[src/rtl/wb_arbiter.sv]
// wb_arbiter: write-back arbiter for the single register-file write port,
// plus the 32-entry busy scoreboard used by decode for hazard stalls.
// Build option: define WB_ARB_RR_EN for round-robin arbitration; without it
// the arbiter is fixed priority (lowest index wins) and no pointer is kept.
module wb_arbiter #(
    parameter int unsigned NUM_REQ = 3,
    parameter int unsigned DATA_W  = 32,
    parameter int unsigned ADDR_W  = 5
) (
    input  logic                        clk_in,
    input  logic                        rst_n_in,
    input  logic                        rdy_in,
    input  logic [NUM_REQ-1:0]          req_valid,
    input  logic [NUM_REQ*ADDR_W-1:0]   req_rd,
    input  logic [NUM_REQ*DATA_W-1:0]   req_data,
    output logic [NUM_REQ-1:0]          req_ready,
    input  logic                        rsv_valid,
    input  logic [ADDR_W-1:0]           rsv_rd,
    output logic [31:0]                 busy_vec,
    output logic                        write_flag,
    output logic [ADDR_W-1:0]           reg_write,
    output logic [DATA_W-1:0]           write_data
);

    localparam int unsigned PTR_W    = (NUM_REQ > 2) ? 2 : 1;
    localparam int unsigned NUM_REGS = 32;

    logic [PTR_W-1:0]    w_rr_ptr;
    logic [PTR_W-1:0]    w_gnt_idx;
    logic                w_xfer;
    logic [ADDR_W-1:0]   w_sel_rd;
    logic [DATA_W-1:0]   w_sel_data;
    logic [NUM_REGS-1:0] w_busy_nxt;

    // (base + off) mod NUM_REQ, used for the scan order and pointer advance
    function automatic logic [PTR_W-1:0] wrap_add(input logic [PTR_W-1:0] base,
                                                  input int unsigned      off);
        int unsigned sum;
        sum = 32'(base) + off;
        return PTR_W'(sum % NUM_REQ);
    endfunction

`ifdef WB_ARB_RR_EN
    logic [PTR_W-1:0] r_rr_ptr;

    // Round-robin pointer: moves just past the requester that was served
    always_ff @(posedge clk_in or negedge rst_n_in) begin
        if (!rst_n_in) begin
            r_rr_ptr <= '0;
        end else if (rdy_in && w_xfer) begin
            r_rr_ptr <= wrap_add(w_gnt_idx, 1);
        end
    end

    assign w_rr_ptr = r_rr_ptr;
`else
    assign w_rr_ptr = '0;
`endif

    // Grant: first valid requester scanning upward from the pointer; only
    // valid bits and the pointer feed this path, never rd or data
    always_comb begin
        w_xfer    = 1'b0;
        w_gnt_idx = '0;
        req_ready = '0;
        if (rdy_in) begin
            for (int unsigned k = 0; k < NUM_REQ; k++) begin
                if (!w_xfer && req_valid[wrap_add(w_rr_ptr, k)]) begin
                    w_xfer    = 1'b1;
                    w_gnt_idx = wrap_add(w_rr_ptr, k);
                end
            end
        end
        if (w_xfer) begin
            req_ready[w_gnt_idx] = 1'b1;
        end
    end

    // Payload of the granted requester
    assign w_sel_rd   = req_rd[w_gnt_idx*ADDR_W +: ADDR_W];
    assign w_sel_data = req_data[w_gnt_idx*DATA_W +: DATA_W];

    // Scoreboard next state: clear on write-back, then set on reserve so a
    // new producer for the same register keeps it busy; x0 never busy
    always_comb begin
        w_busy_nxt = busy_vec;
        if (w_xfer && (w_sel_rd != '0)) begin
            w_busy_nxt[w_sel_rd] = 1'b0;
        end
        if (rsv_valid && (rsv_rd != '0)) begin
            w_busy_nxt[rsv_rd] = 1'b1;
        end
        w_busy_nxt[0] = 1'b0;
    end

    // Register-file write port and scoreboard; rdy_in low freezes everything
    always_ff @(posedge clk_in or negedge rst_n_in) begin
        if (!rst_n_in) begin
            write_flag <= 1'b0;
            reg_write  <= '0;
            write_data <= '0;
            busy_vec   <= '0;
        end else if (rdy_in) begin
            busy_vec <= w_busy_nxt;
            if (w_xfer) begin
                reg_write  <= w_sel_rd;
                write_data <= w_sel_data;
                write_flag <= (w_sel_rd != '0);
            end else begin
                write_flag <= 1'b0;
            end
        end
    end

endmodule
[config.mk]
export PLATFORM = sky130hd
export DESIGN_NAME = wb_arbiter
export DESIGN_NICKNAME = d
export VERILOG_FILES = /design/src/rtl/wb_arbiter.sv
export SDC_FILE = /design/constraint.sdc
export NUM_CORES = 1
export LEC_CHECK = 0
export ABC_AREA = 0
export ABC_CLOCK_PERIOD_IN_PS = 1310
export BUFFER_PORTS_ARGS = -buffer_cell sky130_fd_sc_hd__buf_2
export CORE_UTILIZATION = 47
export CTS_BUF_LIST = sky130_fd_sc_hd__clkbuf_8
export DETAILED_ROUTE_END_ITERATION = 16
export GPL_TIMING_DRIVEN = 1
export HOLD_SLACK_MARGIN = 0.08
export PLACE_DENSITY = 0.92
export SYNTH_ARGS = -nofsm -noshare
export SYNTH_HDL_FRONTEND = slang
export SYNTH_SLANG_ARGS = --single-unit
[constraint.sdc]
create_clock -name clk_in -period 1.31 [get_ports clk_in]
set_input_delay 0.0655 -clock clk_in [delete_from_list [all_inputs] [get_ports clk_in]]
set_output_delay 0.0655 -clock clk_in [all_outputs]
set_load 0.02 [all_outputs]
# --- Yosys cells after proc, flatten, opt, wreduce, memory -nomap -nowiden ---
# Index checks and enable logic that the tools add are counted.
word_totals:
  inputBits: 123
  word_cells: 47
  reg_bits: 69
  out_inout_bits: 73
op_classes:
  magnitude_cmp: 6
  n_reduce_logical: 12
  n_shift: 2
  mul: 1
  bitwise_logic: 3
  mux: 19
ops:
  columns: ["op", "count"]
  rows:
  - ["96-bit by 8-bit variable part select with 32-bit output", 1]
  - ["32-bit two-way mux", 2]
  - ["32-bit bitwise AND", 1]
  - ["32-bit NOT", 1]
  - ["32-bit OR", 1]
  - ["15-bit by 6-bit variable part select with 5-bit output", 1]
  - ["5-bit by 6-bit < comparator with 1-bit output, second input constant", 2]
  - ["1-bit two-way mux", 11]
  - ["1-bit demux with 5-bit select", 2]
  - ["5-bit by 1-bit >= comparator with 1-bit output, second input constant", 2]
  - ["5-bit nonzero test", 2]
  - ["1-bit logical AND", 7]
  - ["2-bit by 3-bit multiplier with 5-bit output, second input constant", 1]
  - ["2-bit two-way mux", 2]
  - ["2-bit by 3-bit < comparator with 1-bit output, second input constant", 1]
  - ["3-bit two-way mux", 1]
  - ["1-bit demux with 2-bit select", 1]
  - ["2-bit by 1-bit >= comparator with 1-bit output, second input constant", 1]
  - ["1-bit logical NOT", 2]
  - ["2-bit AND reduction", 1]

# --- Depth between registers and ports, before layout ---
# Gate-level depths: netlist of run 1.
logic_depth:
  depth_word: 21
  depth_mapped: 8

# --- Least setup slack after synthesis of run 1 ---
# No wires, ideal clock.
synth_timing:
  path_type: "input to register"
  startpoint: "in req_valid[1]"
  endpoint: "reg write_flag"
  arrival_time_ns: 1.264
  required_time_ns: 1.184
  setup_ns: 0.126
  slack_ns: -0.080
  n_path_buf: 1
  cell_stages: 6
  path_cell_list: "or2_2 a21oi_1 or2_1 buf_6 a41oi_1 a221o_1"
synth_via:
  elab_chain_cells: 11
  elab_cells_between_ends: 14
  classes_between: "mul (1); shift (1); mux (8); reduce/logical (4)"
synth_lines:
  columns: ["element", "line", "source"]
  rows:
  - ["from (decl)", "13", "input logic [NUM_REQ-1:0] req_valid,"]
  - ["1-bit logical AND *", "68", "if (!w_xfer && req_valid[wrap_add(w_rr_ptr, k)]) begin"]
  - ["1-bit two-way mux", "68", null]
  - ["1-bit two-way mux", "66", "if (rdy_in) begin"]
  - ["1-bit logical NOT", "68", null]
  - ["1-bit logical AND", "68", null]
  - ["2-bit two-way mux", "68", null]
  - ["2-bit two-way mux", "66", null]
  - ["2-bit by 3-bit multiplier with 5-bit output", "80", "assign w_sel_rd = req_rd[w_gnt_idx*ADDR_W +: ADDR_W];"]
  - ["15-bit by 6-bit variable part select with 5-bit output", "80", null]
  - ["5-bit nonzero test", "108", "write_flag <= (w_sel_rd != '0);"]
  - ["1-bit two-way mux *", "105", "if (w_xfer) begin"]
  - ["to (signal assigned)", "108", null]
  - ["to (decl)", "20", "output logic write_flag,"]
# Every way passes the cells marked *; elsewhere a longest branch is shown, timed or not. The select of a mux whose other input is x is not followed.
# A chain may end at the register's enable or synchronous reset.

# --- Worst setup path in the final report of run 1 ---
layout_timing:
  startpoint: "in req_valid[0]"
  endpoint: "reg write_data[1]"
layout_via:
  elab_chain_cells: 11
  elab_cells_between_ends: 15
  classes_between: "shift (1); mux (9); reduce/logical (5)"
layout_lines:
  columns: ["element", "line", "source"]
  rows:
  - ["1-bit two-way mux *", "68", null]
  - ["1-bit two-way mux *", "66", null]
  - ["1-bit logical NOT", "68", null]
  - ["1-bit logical AND", "68", null]
  - ["1-bit two-way mux", "68", null]
  - ["1-bit two-way mux", "66", null]
  - ["1-bit logical NOT", "68", null]
  - ["1-bit logical AND", "68", null]
  - ["2-bit two-way mux / 1-bit two-way mux (equally long branches)", "68", null]
  - ["2-bit two-way mux / 1-bit two-way mux (equally long branches)", "66", null]
  - ["96-bit by 8-bit variable part select with 32-bit output / 2-bit AND reduction (equally long branches)", null, null]
  - ["to (signal assigned)", "107", "write_data <= w_sel_data;"]
  - ["to (decl)", "22", "output logic [DATA_W-1:0] write_data"]
# Marks and branches as above.

==> reports/qor_table.md, run 1 <==
| Stage | Parameter | Reported |
|---|---|---|
| sta | Rel. slew slack | 56.7% |
| job | Max-capacitance violation count | 0 |
| grt | Overflow left after global routing | 0 |
| placed design | Total cell area at the placement stage | 5130 µm² |
| sta | Final worst path period need | 1.33 ns |
| clock tree | Post-CTS clock slew at the launch and capture registers of the worst setup and hold paths | 0.08 ns |
| synth | Mean cell area of the mapped netlist | 7.89 µm² |
| worst setup path | Family with the most delay on the worst path | buffers and inverters |
| synth | Number of nets produced by synthesis | 597 |
| run status | Failing checks | setup timing |
| grt | GRT Total Usage | 37.0% |
| floorplanning | Top-level port count | 196 |
| worst setup path | Cell occurring most often along the worst timing path | sky130_fd_sc_hd__buf_4 |
| sta | Least setup slack across all paths after layout | -0.0243 ns |
| clock tree | Max H-tree Level | 3 |
| floorplanning | Effective utilization at floorplan | 48.4% |
| worst setup path | Critical path data arrival time | 1.57 ns |
| worst setup path | Worst reg2reg path startpoint | write_flag |
| synth | Sequential-to-total area share from yosys stat | 46.2% |
| finish | Number of nets in the final layout | 854 |
| finish | Share of cells above drive strength 1 | 38.7% |
| clock tree | CTS tree | yes |
| floorplanning | Row cnt | 32 |
| sta | Clock skew | 0 ns |
| finish | Share of the core filled with cells | 77.0% |
| floorplanning | Overall die height | 91.2 µm |
| worst setup path | Cell with the largest stage delay on the worst path | sky130_fd_sc_hd__nor3b_4 |
| grt | Number of antenna violations at the first check in global routing | 3 |
| finish | Number of fill cells in the layout | 479 |
| clock tree | Num Clock Sinks | 69 |
| placed design | Post-DP HPWL | 9650 µm |
| clock tree | Maximum clock insertion buffer count | 2 |
| route | Vias per cell | 6.02 |
| clock tree | Clock Root Buffer | sky130_fd_sc_hd__clkbuf_8 |
| worst hold path | Startpoint of the most critical hold path | req_data[78] |
| synth | EDFF count, synth | 0 |
| worst setup path | CP bufs+invs | 5 |
| sta | Final setup fails | 2 |
| power | Power per standard cell area | 1190 nW/µm² |
| floorplanning | Die Area | 8320 µm² |
| floorplanning | Die boundary width | 91.2 µm |
| sta | Slew at the pin closest to its max-slew limit | 0.647 ns |
| worst setup path | Critical Path RT | 1.54 ns |
| power | Leakage power | 0.00307 µW |
| route | Number of DRC violations after detailed-routing iteration 0 | 423 |
| route | Number of vias in the routed layout | 5046 |
| worst setup path | Biggest fanout along the worst timing path | 6 |
| run status | Run status | finished, violations left |
| synth | Distinct cell type count after synthesis | 44 |
| synth | Flip-flop and latch count after synthesis | 69 |
| sta | Fin crit share | 102% |
| sta | TNS Setup | -0.0324 ns |
| synth | Ys Warns | 0 |
| placed design | Pre-CTS setup slack | -0.443 ns |
| route | Number of routed nets with antenna violations | 0 |
| finish | Final design instance area without fill | 5950 µm² |
| route | Detailed-route wire length | 15800 µm |
| worst setup path | Kind of capture point of the worst setup path | flip-flop |
| placed design | Port Buf Inserts | 194 |
| finish | Area Overhead vs Synth | 59.1% |
| power | Total chip power | 7100 µW |
| synth | Netlist area before placement | 3740 µm² |
| grt | Pin count of the biggest net entering global routing | 55 |
| worst setup path | Ordered list of cells on the worst path | buf_2 > nand2b_4 > buf_4 > nor3b_4 > buf_6 > buf_12 > buf_4 > a21oi_1 > a21oi_2 > o21ai_1 |
| worst setup path | CP Launch Point | req_valid[0] |
| power | Peak VDD IR | 0.750 mV |
| synth | Synthesized instance count | 474 |
| placed design | Final weighted congestion of routability-driven global placement | 0.943 |
| clock tree | Cts bufs inserted | 9 |
| worst hold path | Hold WC Path Type | input pin to flip-flop |
| synth | Share of async-settable or async-resettable flops after synthesis | 100% |
| route | Post-DR wirelength/cell | 18.8 µm |
| grt | Number of global-route vias before repair | 4877 |
| sta | Fmax | 0.749 GHz |
| synth | Flip-flop cell with the highest count after synthesis | sky130_fd_sc_hd__dfrtp_1 |
| grt | First-pass GRT wire length | 24000 µm |
| sta | Final hold violation count | 0 |
| route | Number of detailed-route iterations in the first pass | 6 |
| worst setup path | CP Class | input pin to flip-flop |
| sta | Total count of max-transition violations in the final report | 0 |
| finish | Number of diodes added for antenna fixing | 0 |
| clock tree | Clock latency reported for the late side of the worst-skew pair | 0.35 ns |
| route | Remaining design rule violation count | 0 |
| floorplanning | Standard cell core area | 7730 µm² |
| worst setup path | Nature of the critical path startpoint | input pin |
| sta | Unrepaired setup endpoints after global routing | yes |
| worst setup path | Critical path's largest stage delay | 0.20 ns |
-- area by class of cell --
| type | count | area (µm²) | share of cell area [%] |
|---|---|---|---|
| Timing Repair Buffer | 277 | 1870 | 31.4 |
| Inverter | 4 | 15.0 | 0.252 |
| Clock buffer | 10 | 138 | 2.31 |
| Multi-Input combinational cell | 370 | 1970 | 33.0 |
| Sequential cell | 69 | 1730 | 29.0 |
| Clock inverter | 6 | 110 | 1.85 |
| Tap cell | 102 | 128 | 2.15 |
-- flip-flops by register name, indices dropped and copies added (netlist names) --
name,count
write_flag,1
busy_vec,31
reg_write,5
write_data,32
-- layout by cell type, fill, tap and decap left out, drive strengths merged, types with 2 or more instances in the layout --
cell	netlist	layout
a21oi	69	69
o32a	2	2
nor2b	3	3
nor3b	6	6
dlygate4sd3	0	30
or3b	2	2
nand3	33	33
o21ai	48	48
and3b	3	3
nand3b	2	2
nand2	140	140
buf	14	243
o41ai	8	8
nand2b	4	4
or2	2	2
nor3	3	3
and2	3	3
clkbuf	17	12
dfrtp	69	69
o31ai	16	16
inv	4	6
nor2	8	8
and3	2	2
bufbuf	0	2
bufinv	0	3
-- Yosys cell counts (all sizes together), types with 2 or more instances --
master / instances / area share, %
o21ai: 48 / 6.4
nor2b: 3 / 0.50
clkbuf: 17 / 1.7
dfrtp: 69 / 46
or2: 2 / 0.33
a21oi: 69 / 9.3
o41ai: 8 / 1.9
o32a: 2 / 0.54
and3: 2 / 0.33
nand2: 140 / 14
nor3: 3 / 0.40
nor3b: 6 / 1.2
o31ai: 16 / 3.2
and3b: 3 / 0.70
nand3b: 2 / 0.40
buf: 14 / 2.2
nor2: 8 / 0.80
nand2b: 4 / 0.67
and2: 3 / 0.50
nand3: 33 / 4.4
or3b: 2 / 0.47
inv: 4 / 0.40
-- worst min-delay path, cell delays in order --
cell                      delay (ns)
sky130_fd_sc_hd__buf_2          0.08
sky130_fd_sc_hd__a21oi_1        0.07
sky130_fd_sc_hd__o21ai_0        0.16
-- where the power goes --
group	switching [µW]	internal [µW]
clock network	870	1320
registers	227	2470
logic	1340	871
total	2430	4660
-- kinds of logic (layout without fill, tap and decap cells) --
family | Yosys count | in the layout | synth area share, %
flip-flops | 69 | 69 | 46.2
AND/OR/NAND/NOR | 213 | 213 | 25.1
buffers and inverters | 35 | 297 | 4.28
AO/OA/AOI/OAI | 156 | 156 | 24.3
other | 1 | 1 | 0.100
-- per-layer routing --
| layer | vias to the layer above | GRT usage [%] | part of all wire [%] |
|---|---|---|---|
| li1 | 2183 | - | - |
| met1 | 2306 | 41.8 | 34 |
| met2 | 425 | 60.4 | 48 |
| met3 | 130 | 9.88 | 11 |
| met4 | 2 | 26.9 | 6.8 |
| met5 | - | 0 | 0.11 |
-- per-stage QoR --
| step | hold WS, ns | instances |
|---|---|---|
| 6_report | 0.0859 | 838 |
| 4_1_cts | 0.0812 | 833 |
| 3_3_place_gp | 0.0465 | 781 |
| 5_1_grt | 0.122 | 838 |
| 3_5_place_dp | 0.0430 | 781 |
| 2_1_floorplan | -0.230 | 474 |
-- worst paths after layout --
check / end / slack [ns] / depth (start not counted)
worst min-delay path: write_data[14] / 0.09 / 3
worst max register to register: write_flag / 0.47 / 1
worst max-delay path: write_data[1] / -0.02 / 10
worst min register to register: write_data[26] / 0.48 / 2
max in group asynchronous: write_data[21] / 0.56 / 3
min in group asynchronous: reg_write[3] / 0.21 / 2
-- what timing repair did --
action                     in CTS  in global routing
gates resized for setup         7                 23
hold buffers                   30                  0
hold endpoints to repair       98                  0
setup buffers                   4                  3
setup endpoints to repair      19                 56
pin swaps                       5                  7
cloned                          2                  2
No activity file was read; power rests on OpenSTA's default activity.
==> run 2, diff against run 1 <==
SKIP_LAST_GASP = 1   (was unset)
==> run 2 against run 1 <==
Effect of this change: critical path type unchanged; critical endpoint unchanged; sequential share of layout area unchanged; combinational power about the same; sequential power about the same; the run still ends with setup timing left.
==> reports/qor_table.md, run 2 (synthesized netlist as in run 1, its figures left out) <==
| Stage | Parameter | Reported | Change |
|---|---|---|---|
| finish | Number of nets in the final layout | 854 | unchanged |
| clock tree | Clock latency reported for the late side of the worst-skew pair | 0.35 ns | about the same |
| placed design | Final weighted congestion of routability-driven global placement | 0.943 | unchanged |
| route | Number of DRC violations after detailed-routing iteration 0 | 423 | unchanged |
| finish | Area Overhead vs Synth | 59.1% | unchanged |
| power | Peak VDD IR | 0.750 mV | about the same |
| sta | Clock skew | 0 ns | unchanged |
| clock tree | Num Clock Sinks | 69 | unchanged |
| grt | Number of global-route vias before repair | 4877 | unchanged |
| sta | Fmax | 0.726 GHz | was 0.749 GHz |
| sta | Unrepaired setup endpoints after global routing | yes | unchanged |
| route | Number of routed nets with antenna violations | 0 | unchanged |
| worst setup path | Cell with the largest stage delay on the worst path | sky130_fd_sc_hd__nor3b_4 | unchanged |
| worst setup path | Cell occurring most often along the worst timing path | sky130_fd_sc_hd__buf_4 | unchanged |
| worst setup path | Critical path's largest stage delay | 0.20 ns | about the same |
| finish | Number of diodes added for antenna fixing | 0 | unchanged |
| route | Number of vias in the routed layout | 5040 | was 5046 |
| grt | Number of antenna violations at the first check in global routing | 3 | unchanged |
| finish | Most frequent cells in the layout | 192 x sky130_fd_sc_hd__buf_2, 138 x sky130_fd_sc_hd__nand2_1, 69 x sky130_fd_sc_hd__dfrtp_1, 65 x sky130_fd_sc_hd__a21oi_1, 44 x sky130_fd_sc_hd__o21ai_0 | was 192 x sky130_fd_sc_hd__buf_2, 138 x sky130_fd_sc_hd__nand2_1, 69 x sky130_fd_sc_hd__dfrtp_1, 65 x sky130_fd_sc_hd__a21oi_1 |
| power | Power per standard cell area | 1190 nW/µm² | about the same |
| route | Vias per cell | 6.01 | was 6.02 |
| floorplanning | Die boundary width | 91.2 µm | unchanged |
| worst setup path | Ordered list of cells on the worst path | buf_2 > nand2b_4 > buf_4 > nor3b_4 > buf_6 > buf_12 > buf_4 > a21oi_1 > a21oi_2 > o21ai_0 | was buf_2 > nand2b_4 > buf_4 > nor3b_4 > buf_6 > buf_12 > buf_4 > a21oi_1 > a21oi_2 > o21ai_1 |
| placed design | Port Buf Inserts | 194 | unchanged |
| worst setup path | Critical Path RT | 1.53 ns | was 1.54 ns |
| floorplanning | Die Area | 8320 µm² | unchanged |
| finish | Largest Register | write_data | unchanged |
| power | Leakage power | 0.00307 µW | about the same |
| finish | Share of cells above drive strength 1 | 38.7% | unchanged |
| route | Post-DR wirelength/cell | 18.9 µm | was 18.8 µm |
| grt | Pin count of the biggest net entering global routing | 55 | unchanged |
| worst setup path | Biggest fanout along the worst timing path | 6 | unchanged |
| finish | Most common cell after layout, fill and taps aside | sky130_fd_sc_hd__buf_2 | unchanged |
| route | Remaining design rule violation count | 0 | unchanged |
| sta | Final worst path period need | 1.38 ns | was 1.33 ns |
| run status | Run status | finished, violations left | unchanged |
| clock tree | Maximum clock insertion buffer count | 2 | unchanged |
| finish | Storage element area | 1730 µm² | unchanged |
| clock tree | Post-CTS clock slew at the launch and capture registers of the worst setup and hold paths | 0.08 ns | about the same |
| finish | Flip-flop count of the largest register, all copies and words added | 32 | unchanged |
| worst setup path | Critical path data arrival time | 1.60 ns | was 1.57 ns |
| finish | Combined area of the multi-input logic cells | 1970 µm² | unchanged |
| worst hold path | Hold WC Path Type | input pin to flip-flop | unchanged |
| route | Detailed-route wire length | 15800 µm | about the same |
| worst setup path | Family with the most delay on the worst path | buffers and inverters | unchanged |
| sta | Total count of max-transition violations in the final report | 0 | unchanged |
| clock tree | Max H-tree Level | 3 | unchanged |
| worst setup path | CP Class | input pin to flip-flop | unchanged |
| grt | Grt peak-use layer | met2 | unchanged |
| grt | Met3 capacity usage during global routing | 9.88% | unchanged |
| grt | First-pass GRT wire length | 24000 µm | unchanged |
| floorplanning | Effective utilization at floorplan | 48.4% | unchanged |
| grt | Grt met1 use | 41.8% | unchanged |
| floorplanning | Top-level port count | 196 | unchanged |
| grt | Met2 routing resource usage after global routing | 60.4% | unchanged |
| clock tree | CTS tree | yes | unchanged |
| clock tree | Clock Root Buffer | sky130_fd_sc_hd__clkbuf_8 | unchanged |
| sta | Slew at the pin closest to its max-slew limit | 0.640 ns | was 0.647 ns |
| sta | Tightest hold margin | 0.0959 ns | was 0.0859 ns |
| floorplanning | Standard cell core area | 7730 µm² | unchanged |
| grt | Overflow left after global routing | 0 | unchanged |
| sta | Final setup fails | 1 | was 2 |
| finish | Number of fill cells in the layout | 479 | unchanged |
| placed design | Post-DP HPWL | 9650 µm | unchanged |
| worst setup path | Kind of capture point of the worst setup path | flip-flop | unchanged |
| sta | Fin crit share | 105% | was 102% |
| floorplanning | Overall die height | 91.2 µm | unchanged |
| sta | TNS Setup | -0.0666 ns | was -0.0324 ns |
| clock tree | Cts bufs inserted | 9 | unchanged |
| worst setup path | CP bufs+invs | 5 | unchanged |
| sta | Least setup slack across all paths after layout | -0.0666 ns | was -0.0243 ns |
| grt | GRT Total Usage | 37.0% | unchanged |
| worst setup path | Nature of the critical path startpoint | input pin | unchanged |
| floorplanning | Row cnt | 32 | unchanged |
| job | Max-capacitance violation count | 0 | unchanged |
| route | Number of detailed-route iterations in the first pass | 5 | was 6 |
| finish | Biggest regs | write_data x32, busy_vec x31, reg_write x5 | unchanged |
| sta | Final hold violation count | 0 | unchanged |
| sta | Rel. slew slack | 57.1% | was 56.7% |
| run status | Failing checks | setup timing | unchanged |
run 2: cell count changes in the layout (fill, tap and decap cells not counted):
cell | previous run | this run
sky130_fd_sc_hd__o21ai_0 | 41 | 44
sky130_fd_sc_hd__o21ai_1 | 7 | 4
run 2: layout make-up:
type / count / share of cell area [%]
multi-input combinational: 370 / 33.0
clock inverter: 6 / 1.85
sequential: 69 / 29.0
timing repair buffer: 277 / 31.4
inverter: 4 / 0.252
clock buffer: 10 / 2.31
tap: 102 / 2.15
run 2: tightest hold or removal path, stage by stage:
cell	delay, ns
sky130_fd_sc_hd__buf_2	0.09
sky130_fd_sc_hd__a21oi_1	0.08
sky130_fd_sc_hd__o21ai_0	0.17
run 2: final timing paths:
check | startpoint | to | slack [ns] | depth (start not counted)
max | req_valid[0] | write_data[1] | -0.07 | 10
min | req_data[78] | write_data[14] | 0.1 | 3
max reg2reg | write_flag | write_flag | 0.47 | 1
min reg2reg | write_data[26] | write_data[26] | 0.48 | 2
max in group asynchronous | rst_n_in | write_data[24] | 0.56 | 3
min in group asynchronous | rst_n_in | reg_write[3] | 0.21 | 2
run 2: timing repair:
action | 4_1_cts | 5_1_grt
pin swaps | 5 | 7
hold buffers | 30 | 0
buffers inserted | 4 | 3
endpoints found under the setup margin | 19 | 56
gates cloned | 2 | 2
resized for setup | 7 | 20
hold endpoints to repair | 98 | 0
run 2: report_power, final:
part           switching, µW  internal, µW
Combinational           1340           870
Sequential               228          2470
Clock                    871          1320
Total                   2440          4660
run 2: through the flow:
stage | setup WS (ns) | util [%] | area (µm²) | power (µW) | instances
floorplan | -0.0501 | - | 3780 | 3760 | 474
global placement | -0.337 | 66.4 | 5130 | 4610 | 781
detailed placement | -0.443 | 66.4 | 5130 | 4690 | 781
CTS | 0.0121 | 75.0 | 5800 | 6960 | 833
global route | -0.371 | 77.0 | 5950 | 7370 | 838
finish | -0.0666 | 77.0 | 5950 | 7100 | 838
run 2: routing by layer:
layer	up-vias	wire length [µm]	share of wire [%]
li1	2181	-	-
met1	2295	5400	34
met2	421	7480	47
met3	139	1710	11
met4	4	1180	7.5
met5	-	32	0.20
